$ cat src/rtl/fifo_write_arbiter.sv
// Round-robin arbiter sharing one FIFO write port among NUM_REQ requesters.
// A grant lasts up to MAX_BURST words; fifo_full stalls but never releases a grant.
module fifo_write_arbiter #(
  parameter int DATA_WIDTH = 32,
  parameter int NUM_REQ    = 4,
  parameter int REQ_BITS   = 2,
  parameter int MAX_BURST  = 4,
  parameter int BURST_BITS = 2
) (
  input  logic                          clock,
  input  logic                          reset,
  input  logic [NUM_REQ-1:0]            req_valid,
  input  logic [NUM_REQ*DATA_WIDTH-1:0] req_data,
  output logic [NUM_REQ-1:0]            req_ready,
  output logic [NUM_REQ-1:0]            grant,
  output logic [REQ_BITS-1:0]           grant_id,
  input  logic                          fifo_full,
  output logic [DATA_WIDTH-1:0]         fifo_data,
  output logic                          fifo_write_enable
);

  typedef enum logic {IDLE, GRANT} state_t;

  state_t                state, state_next;
  logic [NUM_REQ-1:0]    grant_next;
  logic [REQ_BITS-1:0]   grant_id_next;
  logic [REQ_BITS-1:0]   last_grant, last_grant_next;
  logic [BURST_BITS-1:0] burst_count, burst_next;
  logic [REQ_BITS-1:0]   winner;
  logic                  winner_found;
  logic                  transfer;
  logic                  release_grant;

  assign transfer          = (|(grant & req_valid)) & ~fifo_full;
  assign req_ready         = grant & {NUM_REQ{~fifo_full}};
  assign fifo_write_enable = transfer;
  assign fifo_data         = req_data[grant_id*DATA_WIDTH +: DATA_WIDTH];

  assign release_grant = ~req_valid[grant_id] |
                         (transfer & (burst_count == BURST_BITS'(MAX_BURST - 1)));

  // Scan starts just past the last winner, so it carries the lowest priority.
  always_comb begin
    winner       = '0;
    winner_found = 1'b0;
    for (int unsigned k = 1; k <= NUM_REQ; k++) begin
      if (!winner_found &&
          req_valid[(int'(last_grant) + k) % NUM_REQ]) begin
        winner       = REQ_BITS'((int'(last_grant) + k) % NUM_REQ);
        winner_found = 1'b1;
      end
    end
  end

  always_comb begin
    state_next      = state;
    grant_next      = grant;
    grant_id_next   = grant_id;
    last_grant_next = last_grant;
    burst_next      = burst_count;
    case (state)
      IDLE: begin
        grant_next = '0;
        if (winner_found) begin
          state_next      = GRANT;
          grant_next      = {{(NUM_REQ-1){1'b0}}, 1'b1} << winner;
          grant_id_next   = winner;
          last_grant_next = winner;
          burst_next      = '0;
        end
      end
      GRANT: begin
        if (release_grant) begin
          state_next = IDLE;
          grant_next = '0;
        end else if (transfer) begin
          burst_next = burst_count + BURST_BITS'(1);
        end
      end
      default: begin
        state_next = IDLE;
        grant_next = '0;
      end
    endcase
  end

  always_ff @(posedge clock or negedge reset) begin
    if (!reset) begin
      state       <= IDLE;
      grant       <= '0;
      grant_id    <= '0;
      last_grant  <= REQ_BITS'(NUM_REQ - 1);
      burst_count <= '0;
    end else begin
      state       <= state_next;
      grant       <= grant_next;
      grant_id    <= grant_id_next;
      last_grant  <= last_grant_next;
      burst_count <= burst_next;
    end
  end

endmodule

$ cat config.mk
export PLATFORM = sky130hd
export DESIGN_NAME = fifo_write_arbiter
export DESIGN_NICKNAME = d
export VERILOG_FILES = /design/src/rtl/fifo_write_arbiter.sv
export SDC_FILE = /design/constraint.sdc
export NUM_CORES = 1
export LEC_CHECK = 0
export CAP_MARGIN = 20
export CORE_MARGIN = 2
export CORE_UTILIZATION = 24
export DETAILED_ROUTE_END_ITERATION = 6
export GPL_TIMING_DRIVEN = 0
export PLACE_DENSITY = 0.79
export SYNTH_ARGS = -nofsm -noshare
export SYNTH_HDL_FRONTEND = slang
export SYNTH_SLANG_ARGS = --single-unit
$ cat constraint.sdc
create_clock -name clock -period 1.5 [get_ports clock]
set_input_delay 0.3 -clock clock [delete_from_list [all_inputs] [get_ports clock]]
set_output_delay 0.3 -clock clock [all_outputs]
set_load 0.03 [all_outputs]
## Word-level counts from Yosys, hierarchy flattened

Index checks and enable logic that the tools add are counted.

- Flip-flop bits (word level): 11
- Logic and storage cells: 67

- Add/sub/neg operators: 5
- Magnitude comparators: 5
- Equality and inequality tests: 5
- Shift operators: 2
- Muxes and demuxes: 28
- Bitwise gates (word level): 8
- Reduce and logical (&&, ||, !) cells: 9

Operator list:

| cell | number |
|---|---|
| $shiftx 128x8->32 | 1 |
| $lt 2x3->1 const B | 5 |
| $mux 2 | 7 |
| $mux 1 | 11 |
| $bmux 1 s2 | 5 |
| $and 4x4->4 | 2 |
| $mux 4 | 2 |
| $pmux 4 s2 | 1 |
| $add 2x1->2 const B | 3 |
| $add 2x2->2 const B | 2 |
| $ne 2x1->1 const B | 2 |
| $ne 2x2->1 const B | 2 |
| $pmux 2 s2 | 1 |
| $reduce_or 4->1 | 1 |
| $shl 1x2->4 const A | 1 |
| $logic_and 1x1->1 | 3 |
| $logic_not 1->1 | 3 |
| $not 1->1 | 3 |
| $reduce_and 3->1 | 1 |
| $and 1x1->1 | 2 |
| $eq 2x2->1 const B | 1 |
| $pmux 1 s2 | 1 |
| $reduce_and 2->1 | 1 |
| $or 1x1->1 | 1 |

## Logic depth before layout (Yosys ltp)

- Word-level depth: 16
- Mapped depth: 5
- Gate-level depth less buffers: 5

## Worst setup path before layout

OpenSTA, ideal clock, no wires.

- Path type: register to output
- Start point: register grant_id[0]
- End point: output fifo_data[0]
- Data arrival time: 1596 ps
- Data required time: 1200 ps
- Slack: -396 ps
- Stages on the path, launching flop included: 4
- Buffers on the path: 2
- Path through: dfrtp_1 > buf_2 > buf_4 > mux4_2

- Longest elaborated chain between the ends: 1

Ends and longest elaborated chain:

| element | line | text |
|---|---|---|
| start: declaration | 16 | `output logic [REQ_BITS-1:0] grant_id,` |
| start signal: assignment | 97 | `grant_id <= grant_id_next;` |
| $shiftx 128x8->32 | 37 | `assign fifo_data = req_data[grant_id*DATA_WIDTH +: DATA_WIDTH];` |
| end: declaration | 18 | `output logic [DATA_WIDTH-1:0] fifo_data,` |

Every way passes these cells.

## Final worst setup path

- Start point: register grant_id[0]
- End point: output fifo_data[19]

Same word-level chain as after synthesis.

==> out/metrics.csv <==
stage;metric;value;unit
timing;hold violation count in the final report;0;
layout;Final Non-Filler Cells;370;
timing;Final Setup Violations;34;
logic_synthesis;main combinational cell family by area after synthesis;multiplexers;
route;vias per cell;5.03;
global_route;pin count of the biggest net entering global routing;12;
global_route;first-pass GRT wire length;9680;µm
route;drt drc;0;
setup_path;worst-path fanout max;10;
place;DP HPWL;5770;µm
setup_path;worst path required time;1.20;ns
clock_tree;CTS H-Tree Depth;1;
floorplan;Die Wd;80.6;µm
clock_tree;CTS tree;built;
logic_synthesis;syn_nets;243;
worst_hold_path;worst min path class;input pin to asynchronous set/reset pin;
timing;Max Clk Rate;0.519;GHz
place;placed cell count;356;
route;DRT antenna net count;0;
outcome;run status;complete, but fails checks;
outcome;failing checks;setup timing;
floorplan;Std-Cell Rows;27;
power_and_ir_drop;Leak;1.43;nW
timing;post-route minimum period;1.93;ns
clock_tree;Clock Latency Late Sink;0.23;ns
logic_synthesis;Most used DFF post-synth;dfrtp_1;
floorplan;die area;6490;µm²
layout;share of post-route cells with drive strength above 1;0.356;
power_and_ir_drop;Pwr Density;1820;nW/µm²
logic_synthesis;synth cell count leaders;mux4_2 (32), dfrtp_1 (9), a21oi_1 (6), nor2_1 (6);
timing;Setup Skew;0.000994;ns
logic_synthesis;Synth top area share;0.512;
logic_synthesis;largest area contributor in the netlist;mux4_2;
route;overall routed net length;6970;µm
layout;Area Growth Syn to Fin;153;%
timing;total negative setup slack;-12.44;ns
timing;worst-margin pin slew;0.489;ns
timing;RSZ-0062 raised after global routing;yes;
layout;final net count;435;
global_route;vias in the first global route;1901;
route;initial drt markers;54;
logic_synthesis;Yosys warnings;0;
global_route;initial antenna violation count;0;
route;Via Count;1860;
clock_tree;Bufs on Longest Clock Path;2;
setup_path;max incr delay on CP;0.54;ns
logic_synthesis;XOR/XNOR Fraction of Synth Area;0;
route;drt pass-1 iters;4;
route;WL/cell;18.8;µm
setup_path;worst path bufs/invs;3;
setup_path;most used cell along the critical path;buf_12;
logic_synthesis;Seq/Total Area, Yosys;0.198;
clock_tree;Clock Pin Slew Worst Setup and Hold Paths;0.05;ns
logic_synthesis;Post-Syn Area per Cell;13.1;µm²
setup_path;arrival time at the worst endpoint;1.63;ns
clock_tree;Clock Tree Root;clkbuf_8;
clock_tree;clk sink count;11;
logic_synthesis;Post-Synth Simple-Gate Area;0.0854;
clock_tree;CTS Hold Bufs;0;
timing;post-route setup slack;-0.428;ns
logic_synthesis;Post-Syn Instances;107;
global_route;grt ovf;0;
logic_synthesis;multiplexer share of the synthesized area;0.534;
setup_path;Reg-to-Reg End;grant[1];
setup_path;Crit path max-delay family;multiplexers;
logic_synthesis;Compound-Gate Fraction of Synth Area;0.123;
logic_synthesis;Synth cell types;33;
setup_path;Worst R2R Path Depth;4;
clock_tree;total CTS buffers;3;
timing;relative slew slack;0.673;
setup_path;Worst Setup Start Kind;flip-flop;
setup_path;RR Startpoint;last_grant[1];
logic_synthesis;#FFs+latches synth;11;
place;routability cong.;0.832;
timing;pins over their slew limit;0;
logic_synthesis;Synth async-reset ratio;1.00;
setup_path;r2r setup slk;-0.08;ns
floorplan;Initial Util;0.252;
power_and_ir_drop;Worst VDD drop;0.00109;V
timing;Period Utilization, post-route;1.29;
place;port buffer count;177;
floorplan;Core Area;5570;µm²
setup_path;critical path class;flip-flop to output pin;
setup_path;Cell Chain, Critical Path;buf_12 > buf_12 > mux4_2 > buf_6;
layout;ANT cells;0;
floorplan;number of I/O pins;178;
global_route;GRT Util Overall;0.197;
floorplan;Die Ht;80.6;µm
logic_synthesis;number of flops mapped to enable cells by yosys;0;
job;max cap viols;0;
setup_path;critical path endpoint category;output pin;
logic_synthesis;count leader, synth;mux4_2;
logic_synthesis;synth top area cells;mux4_2 (51%), dfrtp_1 (16%), dfstp_2 (3.7%);
logic_synthesis;Post-Synth Adder-Cell Area;0.00890;
logic_synthesis;mapped cell area;1410;µm²
setup_path;slowest CP cell;mux4_2;
## metrics by stage
step	cell area, µm²	worst slack, ns	util	hold WS, ns	power, mW
final	3560	-0.428	0.640	0.400	6.48
after global routing	3560	-0.464	0.640	0.436	6.81
after CTS	3470	-0.428	0.623	0.404	6.25
after detailed placement	3300	-0.819	0.592	0.493	5.54
after global placement	3300	-0.804	0.592	0.485	5.49
after floorplan	1440	-0.185	-	0.00441	3.72
## layer usage
| metal | part of all wire | global-route usage |
|---|---|---|
| met5 | 0 | 0 |
| met4 | 0.021 | 0.0627 |
| met3 | 0.093 | 0.0449 |
| met2 | 0.54 | 0.372 |
| met1 | 0.34 | 0.215 |
## how the worst max path moves through the flow
stage	cells after the start	start	slack (ns)	to
global route	4	grant_id[0]	-0.46	fifo_data[1]
CTS	4	grant_id[0]	-0.43	fifo_data[7]
global placement	5	req_valid[1]	-0.80	fifo_write_enable
finish	4	grant_id[0]	-0.43	fifo_data[19]
floorplan	3	grant_id[0]	-0.19	fifo_data[0]
detailed placement	5	req_valid[1]	-0.82	fifo_write_enable
## power breakdown
| part | internal (mW) | total, mW | switching [mW] | leakage (nW) |
|---|---|---|---|---|
| combinational | 2.90 | 5.55 | 2.65 | 1.28 |
| clock | 0.186 | 0.290 | 0.104 | 0.0228 |
| sequential | 0.463 | 0.631 | 0.168 | 0.135 |
## area by class of cell
class / instances / area, µm²
buffer: 8 / 103
clock buffer: 4 / 45.0
fill: 470 / 2010
inverter: 4 / 15.0
multi-input combinational: 83 / 1110
sequential: 11 / 279
tap: 72 / 90.1
timing repair buffer: 188 / 1920
## registers in the layout, indices dropped and copies added, names as in the netlist
register     count
last_grant       2
grant            4
grant_id         2
burst_count      2
state            1
## kinds of logic after synthesis
logic type	count (synthesis)
compound gates	24
simple gates	23
mux	35
fa+ha+maj	1
flops	11
buf+inv	13
## worst reg2reg max path, cell delays in order, from the launching register on
cell and delay, ns:
dfstp_2 0.56, mux2i_1 0.20, nor2_1 0.09, or3_4 0.36
a32o_1 0.26
## cells in the final DEF (no fill, tap or decap), types with 2 or more instances in the layout
cell / Yosys / layout
nand2b_1: 4 / 3
a32o_1: 2 / 2
clkbuf_2: 0 / 3
mux2i_1: 3 / 2
buf_12: 0 / 4
buf_4: 4 / 9
nand3_1: 2 / 2
dfstp_2: 2 / 2
buf_2: 1 / 3
a21oi_1: 6 / 5
dfrtp_1: 9 / 8
nand2_1: 3 / 3
clkbuf_16: 0 / 2
a21o_1: 2 / 2
nor2b_1: 4 / 4
mux4_2: 32 / 32
dlygate4sd2_1: 0 / 11
buf_6: 1 / 33
a22oi_2: 0 / 2
nor2_1: 6 / 5
clkbuf_8: 0 / 3
inv_1: 4 / 3
clkdlybuf4s50_1: 0 / 129
o2bb2ai_2: 0 / 2
## what timing repair did
action / CTS / global route
resized for setup: 259 / 16
gates cloned: 1 / 2
setup endpoints to repair: 54 / 44
setup buffers: 5 / 3
pin swaps: 7 / 8
No activity file was read; power rests on OpenSTA's default activity.
